==> config.mk <==
export PLATFORM = sky130hd
export DESIGN_NAME = microseq_next_addr
export DESIGN_NICKNAME = d
export VERILOG_FILES = /design/src/rtl/microseq_next_addr.sv
export SDC_FILE = /design/constraint.sdc
export NUM_CORES = 1
export LEC_CHECK = 0
export BUFFER_PORTS_ARGS = -buffer_cell sky130_fd_sc_hd__clkbuf_2
export CORE_AREA = 2 2 98 100
export DETAILED_ROUTE_END_ITERATION = 16
export DIE_AREA = 0 0 100 102
export PLACE_DENSITY = 0.53
export SLEW_MARGIN = 20
export SYNTH_ARGS = -nofsm -noshare
export SYNTH_HDL_FRONTEND = slang
export SYNTH_SLANG_ARGS = --single-unit
==> constraint.sdc <==
create_clock -name Clk -period 3.3 [get_ports Clk]
set_input_delay 0.495 -clock Clk [delete_from_list [all_inputs] [get_ports Clk]]
set_output_delay 0.495 -clock Clk [all_outputs]
set_load 0.01 [all_outputs]
==> src/rtl/microseq_next_addr.sv <==
// -----------------------------------------------------------------------------
// microseq_next_addr
//   Microsequencer for the microprogrammed control unit.
//   - Holds the control address register (CAR).
//   - Picks the next microaddress from one of these sources, under control of
//     the NS field and one selected (optionally inverted) status bit:
//     encoder, literal zero, pipeline branch target, increment, return stack,
//     or hold.
//   - Keeps a LIFO return-address stack for microsubroutine CALL/RET.
//
// Ports
//   Clk        in   rising-edge clock
//   Rst_n      in   asynchronous active-low reset
//   NS         in   [3:0]      next-state control field
//   CondSel    in   [CSW-1:0]  status selector into Cond
//   Cond       in   [NCOND-1:0] status flags (out-of-range select reads 0)
//   Inv        in   invert the selected status
//   Enc        in   [AW-1:0]   instruction-encoder address
//   Pipe       in   [AW-1:0]   branch target from the pipeline register
//   Stall      in   1 = freeze CAR, SP, stack contents and StkErr
//   CAR        out  [AW-1:0]   registered current microaddress
//   M          out  [2:0]      source chosen this cycle:
//                              0 enc, 1 zero, 2 pipe, 3 inc, 4 stack, 5 hold
//   StackFull  out  stack holds STACK_DEPTH entries
//   StackEmpty out  stack holds no entries
//   StkErr     out  sticky overflow/underflow flag, cleared only by reset
// -----------------------------------------------------------------------------
module microseq_next_addr #(
  parameter int AW          = 8,
  parameter int NCOND       = 4,
  parameter int STACK_DEPTH = 4,
  parameter int RESET_ADDR  = 0,
  localparam int CSW = (NCOND > 1) ? $clog2(NCOND) : 1
) (
  input  logic             Clk,
  input  logic             Rst_n,
  input  logic [3:0]       NS,
  input  logic [CSW-1:0]   CondSel,
  input  logic [NCOND-1:0] Cond,
  input  logic             Inv,
  input  logic [AW-1:0]    Enc,
  input  logic [AW-1:0]    Pipe,
  input  logic             Stall,
  output logic [AW-1:0]    CAR,
  output logic [2:0]       M,
  output logic             StackFull,
  output logic             StackEmpty,
  output logic             StkErr
);

  // SP counts 0..STACK_DEPTH, so it needs one more code than the entry index.
  localparam int SPW = $clog2(STACK_DEPTH + 1);
  localparam int IW  = (STACK_DEPTH > 1) ? $clog2(STACK_DEPTH) : 1;

  localparam logic [2:0] M_ENC  = 3'd0;
  localparam logic [2:0] M_ZERO = 3'd1;
  localparam logic [2:0] M_PIPE = 3'd2;
  localparam logic [2:0] M_INC  = 3'd3;
  localparam logic [2:0] M_STK  = 3'd4;
  localparam logic [2:0] M_HOLD = 3'd5;

  logic [AW-1:0]  car_q, car_d;
  logic [SPW-1:0] sp_q;
  logic           err_q;
  logic [AW-1:0]  stk_q [STACK_DEPTH];

  logic [AW-1:0]  inc;
  logic           sts_raw, sts;
  logic           do_call, do_ret;
  logic           push, pop, err_set;
  logic [2:0]     m_sel;
  logic           full, empty;
  logic [IW-1:0]  wr_idx, rd_idx;

  assign full   = (sp_q == SPW'(STACK_DEPTH));
  assign empty  = (sp_q == '0);
  assign inc    = car_q + AW'(1);
  // Index truncation is safe: push is blocked when full, pop when empty.
  assign wr_idx = IW'(sp_q);
  assign rd_idx = IW'(sp_q - SPW'(1));

  // Status select; any CondSel value with no matching Cond bit reads 0.
  always_comb begin
    sts_raw = 1'b0;
    for (int i = 0; i < NCOND; i++) begin
      if (CondSel == CSW'(i)) sts_raw = Cond[i];
    end
  end
  assign sts = sts_raw ^ Inv;

  always_comb begin
    car_d   = car_q;
    m_sel   = M_HOLD;
    do_call = 1'b0;
    do_ret  = 1'b0;
    push    = 1'b0;
    pop     = 1'b0;
    err_set = 1'b0;

    case (NS)
      4'b0000: begin car_d = Enc;  m_sel = M_ENC;  end
      4'b0001: begin car_d = '0;   m_sel = M_ZERO; end
      4'b0010: begin car_d = Pipe; m_sel = M_PIPE; end
      4'b0011: begin car_d = inc;  m_sel = M_INC;  end
      4'b0100: begin
        car_d = sts ? Pipe : Enc;
        m_sel = sts ? M_PIPE : M_ENC;
      end
      4'b0101: begin
        car_d = sts ? Pipe : inc;
        m_sel = sts ? M_PIPE : M_INC;
      end
      4'b0110: begin
        car_d = sts ? Enc : inc;
        m_sel = sts ? M_ENC : M_INC;
      end
      4'b0111: begin car_d = '0; m_sel = M_ZERO; end
      4'b1000: do_call = 1'b1;
      4'b1001: begin
        do_call = sts;
        car_d   = inc;
        m_sel   = M_INC;
      end
      4'b1010: do_ret = 1'b1;
      4'b1011: begin
        do_ret = sts;
        car_d  = inc;
        m_sel  = M_INC;
      end
      4'b1100: begin car_d = car_q; m_sel = M_HOLD; end
      4'b1101: begin
        car_d = sts ? inc : car_q;
        m_sel = sts ? M_INC : M_HOLD;
      end
      default: begin car_d = '0; m_sel = M_ZERO; end
    endcase

    // Overflowing CALL still branches; only the push is dropped.
    if (do_call) begin
      car_d = Pipe;
      m_sel = M_PIPE;
      if (full) err_set = 1'b1;
      else      push    = 1'b1;
    end

    // Underflowing RET restarts the microprogram at RESET_ADDR.
    if (do_ret) begin
      m_sel = M_STK;
      if (empty) begin
        car_d   = AW'(RESET_ADDR);
        err_set = 1'b1;
      end else begin
        car_d = stk_q[rd_idx];
        pop   = 1'b1;
      end
    end
  end

  always_ff @(posedge Clk or negedge Rst_n) begin
    if (!Rst_n) begin
      car_q <= AW'(RESET_ADDR);
      sp_q  <= '0;
      err_q <= 1'b0;
    end else if (!Stall) begin
      car_q <= car_d;
      if (push)     sp_q <= sp_q + SPW'(1);
      else if (pop) sp_q <= sp_q - SPW'(1);
      if (err_set)  err_q <= 1'b1;
    end
  end

  // Stack contents need no reset; SP alone defines which entries are valid.
  always_ff @(posedge Clk) begin
    if (!Stall && push) stk_q[wr_idx] <= inc;
  end

  assign CAR        = car_q;
  assign M          = m_sel;
  assign StackFull  = full;
  assign StackEmpty = empty;
  assign StkErr     = err_q;

endmodule

[After elaboration in Yosys (flattened, before gate mapping)]
Memories as Yosys holds them, arrays and structs flattened.
Index checks and enable logic that the tools add are counted.
Word-level totals
  memories kept: 1
  flip-flop bits (word level): 12
  bits in writable memories: 32
  logic and storage cells: 70
Memories
  stk_q: words 4, width 8, read ports 1, clocked after Yosys merged registers in 0, write ports 1, RTL line 65  | logic [AW-1:0] stk_q [STACK_DEPTH];
Cells by class
  reductions and logical operators: 11
  bitwise gates (word level): 2
  eq/ne operators: 17
  $add $sub $neg: 3
  multiplexer cells: 33
Operators with widths (number)
  one-hot mux 8 bit (8 select lines): 1
  2-to-1 mux 8 bit: 7
  equality test 4 bit (second input constant): 6
  one-hot mux 3 bit (8 select lines): 1
  2-to-1 mux 1 bit: 15
  2-to-1 mux 3 bit: 5
  equality test 4 x 3 -> 1 bit (second input constant): 3
  adder 8 x 1 -> 8 bit (second input constant): 1
  equality test 4 x 2 -> 1 bit (second input constant): 2
  OR reduction 3 bit: 2
  equality test 2 bit (second input constant): 2
  logical NOT 4 bit: 1
  2-to-1 mux 2 bit: 2
  != test 4 bit (second input constant): 1
  one-hot mux 1 bit (2 select lines): 2
  AND reduction 2 bit: 2
  adder 3 x 1 -> 3 bit (second input constant): 1
  equality test 3 bit (second input constant): 1
  logical NOT 3 bit: 1
  != test 3 x 1 -> 1 bit (second input constant): 1
  AND reduction 3 bit: 1
  subtractor 3 x 1 -> 3 bit (second input constant): 1
  equality test 2 x 1 -> 1 bit (second input constant): 1
  logical NOT 2 bit: 1
  other kinds (5): 5

[Logic depth before layout (Yosys ltp)]
  depth in word-level cells: 11
  mapped depth: 9
  mapped depth without buffers: 8

[Worst setup path before layout]
Ideal clock, no wire load.
  kind: reg2reg
  start: reg sp_q[0]
  end: mem stk_q[0][0] (enable)
  data arrival time: 2479 ps
  slack: 489 ps
  clock period less this slack: 2811 ps
  buffers on the path: 1
  setup time: 332 ps
  stages on the path, launching flop included: 9
  cell sequence: dfrtp_1 clkbuf_1 inv_1 ha_1 ha_1 or2_2 a211o_2 nor2_1 and2_1
On the way
  word-level cells in the longest chain between the ends: 6
RTL lines
  start: declaration: RTL line 63  | logic [SPW-1:0] sp_q;
  start signal: assignment: RTL line 166  | if (push) sp_q <= sp_q + SPW'(1);
  start signal: assignment: RTL line 167  | else if (pop) sp_q <= sp_q - SPW'(1);
  equality test 3 bit: RTL line 75  | assign full = (sp_q == SPW'(STACK_DEPTH));
  named net StackFull: RTL line 46  | output logic StackFull,
  2-to-1 mux 1 bit: RTL line 142  | if (full) err_set = 1'b1;
  2-to-1 mux 1 bit: RTL line 139  | if (do_call) begin
  logical AND 1 bit: RTL line 174  | if (!Stall && push) stk_q[wr_idx] <= inc;
  2-to-1 mux 1 bit: RTL line 174
  2-to-1 mux 1 bit (implied by the code): RTL line 174
  end: declaration: RTL line 65
The timed path passes the listed nets, and every way through them passes these cells.

[Worst setup path after layout]
  start: in NS[2]
  end: out M[1]
On the way
  word-level cells in the longest chain between the ends: 5
RTL lines
  start: declaration: RTL line 37  | input logic [3:0] NS,
  equality test 4 bit or equality test 4 x 2 -> 1 bit (tied branches): RTL line 100  | case (NS)
  OR reduction 3 bit (no line)
  one-hot mux 3 bit (8 select lines): RTL line 100
  2-to-1 mux 3 bit: RTL line 139
  2-to-1 mux 3 bit *: RTL line 147  | if (do_ret) begin
  end: declaration: RTL line 45  | output logic [2:0] M,
Mark *: on every way between the ends. The rest lies on a longest branch, timed or not.

==> results.ini <==
[run_status]
run_status = finished clean

[finish]
layout-drive-gt1-share_pct = 28.14
fillCellCount = 926
area.growth.synth_to_final_pct = 17.57
insertedDiodeCount = 0
mostFrequentLayoutCell = sky130_fd_sc_hd__clkbuf_2
nNetsFinal = 299
layout_common_cells = sky130_fd_sc_hd__clkbuf_2 (43), sky130_fd_sc_hd__edfxtp_1 (32), sky130_fd_sc_hd__nor2_1 (18)

[setup_path]
setup.worst_path.end_class = output pin
timing.setup.critical_path_class = input port to output pin
crit_top_cell = sky130_fd_sc_hd__clkbuf_2
critical_path.max_stage_delay_ps = 490
cp_num_buf_inv = 2
critPathMaxFanout = 12
cp.required_ps = 2800
crit_chain = clkbuf_2, or3b_2, mux2i_1, nor2_1, o21ai_0, nor3_1, a21oi_1, clkbuf_2
data_arrival_critical_path_ps = 2130
crit_path_top_delay_cell = sky130_fd_sc_hd__or3b_2
critical-path-top-delay-family = simple AND/OR/NAND/NOR gates
startpoint_type = input port

[floorplan]
floorplan.io_pins = 44
initial_core_util_pct = 28.30
core_um2 = 9109
floorplan.die.height_um = 102
num_rows = 35
die_width_um = 100
die_outline_area_um2 = 10200

[timing]
period_minus_slack_ps = 2628
setup_slack_ps = 672.0
timing.slew.headroom_pct = 50.89
max_freq_ghz = 0.3805
grt_setup_unrepaired = false
setup_viol_count_final = 0
worst_slew_pin_tran_ps = 718.1
timing.clock.skew_ps = 11.37
fraction_of_the_cycle_the_final_worst_path_needs_pct = 79.64
totalNegativeSetupSlack_ps = 0
slew_viol_final = 0
final_hold_viol_count = 0

[logic_synthesis]
synth_top_area_share_pct = 37.28
synth_compound_gate_area_share_pct = 18.01
ys_seq_elements = 44
synth_xor_xnor_area_share_pct = 4.466
synth_enable_flop_cells = 32
async_flop_share_pct = 27.27
synth_nets = 255
netlist_area_um2 = 2577
synthDistinctLibCells = 51
syn_inst = 218
sequential_element_share_of_the_synthesized_area_pct = 48.93
yosys.area_share.simple_pct = 11.31
main_combinational_cell_family_by_area_after_synthesis = compound AO/OA/AOI/OAI gates
count_of_synthesis_stage_warnings_from_yosys = 0
synth_mux_area_share_pct = 10.19
synth_top_area_cell = sky130_fd_sc_hd__edfxtp_1
synth_area_per_cell_um2 = 11.82
yosys.area_share.adder_pct = 3.398
synth_flop_cell = sky130_fd_sc_hd__edfxtp_1
synth.area.top_cells = sky130_fd_sc_hd__edfxtp_1 (37%), sky130_fd_sc_hd__dfrtp_1 (12%), sky130_fd_sc_hd__mux4_2 (7.9%), sky130_fd_sc_hd__ha_1 (3.4%), sky130_fd_sc_hd__nor2_1 (2.6%)

[route]
ant_nets_after_route = 0
drc_errors_left = 0
detail_route.wl_per_cell_um = 15.83
post_drt_via_cell_ratio = 4.997
dr.first_iter.drc_count = 86
first_pass_iters = 5
postRouteWirelength_mm = 5.921
detailroute.via_count = 1869

[power]
p_per_area_nw_per_um2 = 587.2
pwr-share-comb_pct = 35.5
power.share.clock_pct = 23.9
netSwitchingPower_w = 0.0005804
static-leakage-power_nw = 1.192
power_frac_seq_pct = 40.6
vdd.ir_drop.worst_mv = 0.1789
p_int_w = 0.001199
netSwitchingFraction_pct = 32.61

[placement]
gp_congestion = 0.7856
placement.io_buffers = 43
dp_hpwl_mm = 4.536
pre_cts_ws_ps = 519.3

[clock_tree]
clock_tree.buffer_depth = 2
cts.repair.resized = 0
clock_tree.root_cell = sky130_fd_sc_hd__clkbuf_8
cts_setup_buffers = 0
cts_bufs_inserted = 5
htree_levels = 2
worstSkewPairLatency_ps = 300
clkSinkCount = 44
cts_tree = yes
reg_clk_slew_reported_paths_ps = 90
postCtsHoldBufs = 0

[hold_path]
holdCritPathClass = input port to asynchronous set/reset pin

[grt]
grt_pass1_wl_mm = 9.397
overflow = 0
initial_antenna_violation_count = 0
grt_start_max_net_pins = 21
grt_pass1_vias = 1844
globalRouteTotalUtil_pct = 11.71

[job]
max_cap_viol_count = 0

## metrics by stage
step           cell area, um2  cells  util [%]  hold slack [ps]  power (W)
3_3_place_gp             2915    366     32.01            432.8   0.001376
6_report                 3030    374     33.27            88.27   0.001780
5_1_grt                  3030    374     33.27            104.9   0.001884
3_5_place_dp             2915    366     32.01            431.4   0.001371
2_1_floorplan            2577    218         -            199.4   0.001191
4_1_cts                  3030    374     33.27            97.46   0.001798
## final timing paths
check,from,end,slack [ps],depth (start not counted)
max in group asynchronous,Rst_n,sp_q[0],2930,1
hold reg to reg,StkErr,StkErr,470,2
setup / recovery,NS[2],M[1],670,8
hold / removal,Rst_n,StkErr,90,1
min in group Clk,Pipe[3],CAR[3],450,3
setup reg to reg,sp_q[1],stk_q[0][5],790,7
## cells in the mapped netlist (all sizes together) (2+ instances only)
cell type,instances
nor2,18
nor3,2
dfrtp,12
a221oi,6
mux2i,6
ha,7
o22ai,4
xnor2,7
inv,13
clkbuf,9
and2,4
nor2b,4
nand2,12
o31ai,3
nand2b,2
mux4,9
a22oi,6
o211ai,3
o21ai,9
nand3b,2
o41ai,2
a31oi,2
a21boi,5
a21oi,8
edfxtp,32
nand3,5
xor2,4
a221o,2
## power by group through the flow
| stage | registers, W | logic, W | clock network (W) |
|---|---|---|---|
| 2_1_floorplan | 0.000735 | 0.000456 | 0 |
| 5_1_grt | 0.000729 | 0.000697 | 0.000458 |
| 3_5_place_dp | 0.000734 | 0.000637 | 0 |
| 6_report | 0.000722 | 0.000632 | 0.000426 |
| 3_3_place_gp | 0.000733 | 0.000643 | 0 |
| 4_1_cts | 0.000722 | 0.000642 | 0.000434 |
## per-layer routing
metal	global-route usage, %	part of all wire (%)
met1	15.56	48
met2	19.23	47
met3	3.146	4.8
met4	2.845	0.66
met5	0	0
## layout make-up
type / instances / area (um2) / area share [%]
timing repair buffer: 47 / 245.2 / 8.092
inverter: 13 / 48.80 / 1.610
multi-input combinational: 151 / 1221 / 40.30
clock buffer: 5 / 68.82 / 2.271
tap: 111 / 138.9 / 4.583
clock inverter: 3 / 46.29 / 1.528
sequential: 44 / 1261 / 41.62
## flip-flops by register name, summed over array words and instances, names as in the netlist
| register | cells |
|---|---|
| stk_q | 32 |
| CAR | 8 |
| sp_q | 3 |
| StkErr | 1 |
## cells by family (layout without fill, tap and decap cells)
kind of cell | Yosys count | count (layout)
muxes | 15 | 15
adders and majority gates | 7 | 7
DFF | 44 | 44
buffers and inverters | 23 | 68
and+or+nand+nor | 57 | 57
xor gates and xnor gates | 11 | 11
AOI/OAI and AO/OA | 61 | 61
No activity file was read; power rests on OpenSTA's default activity.
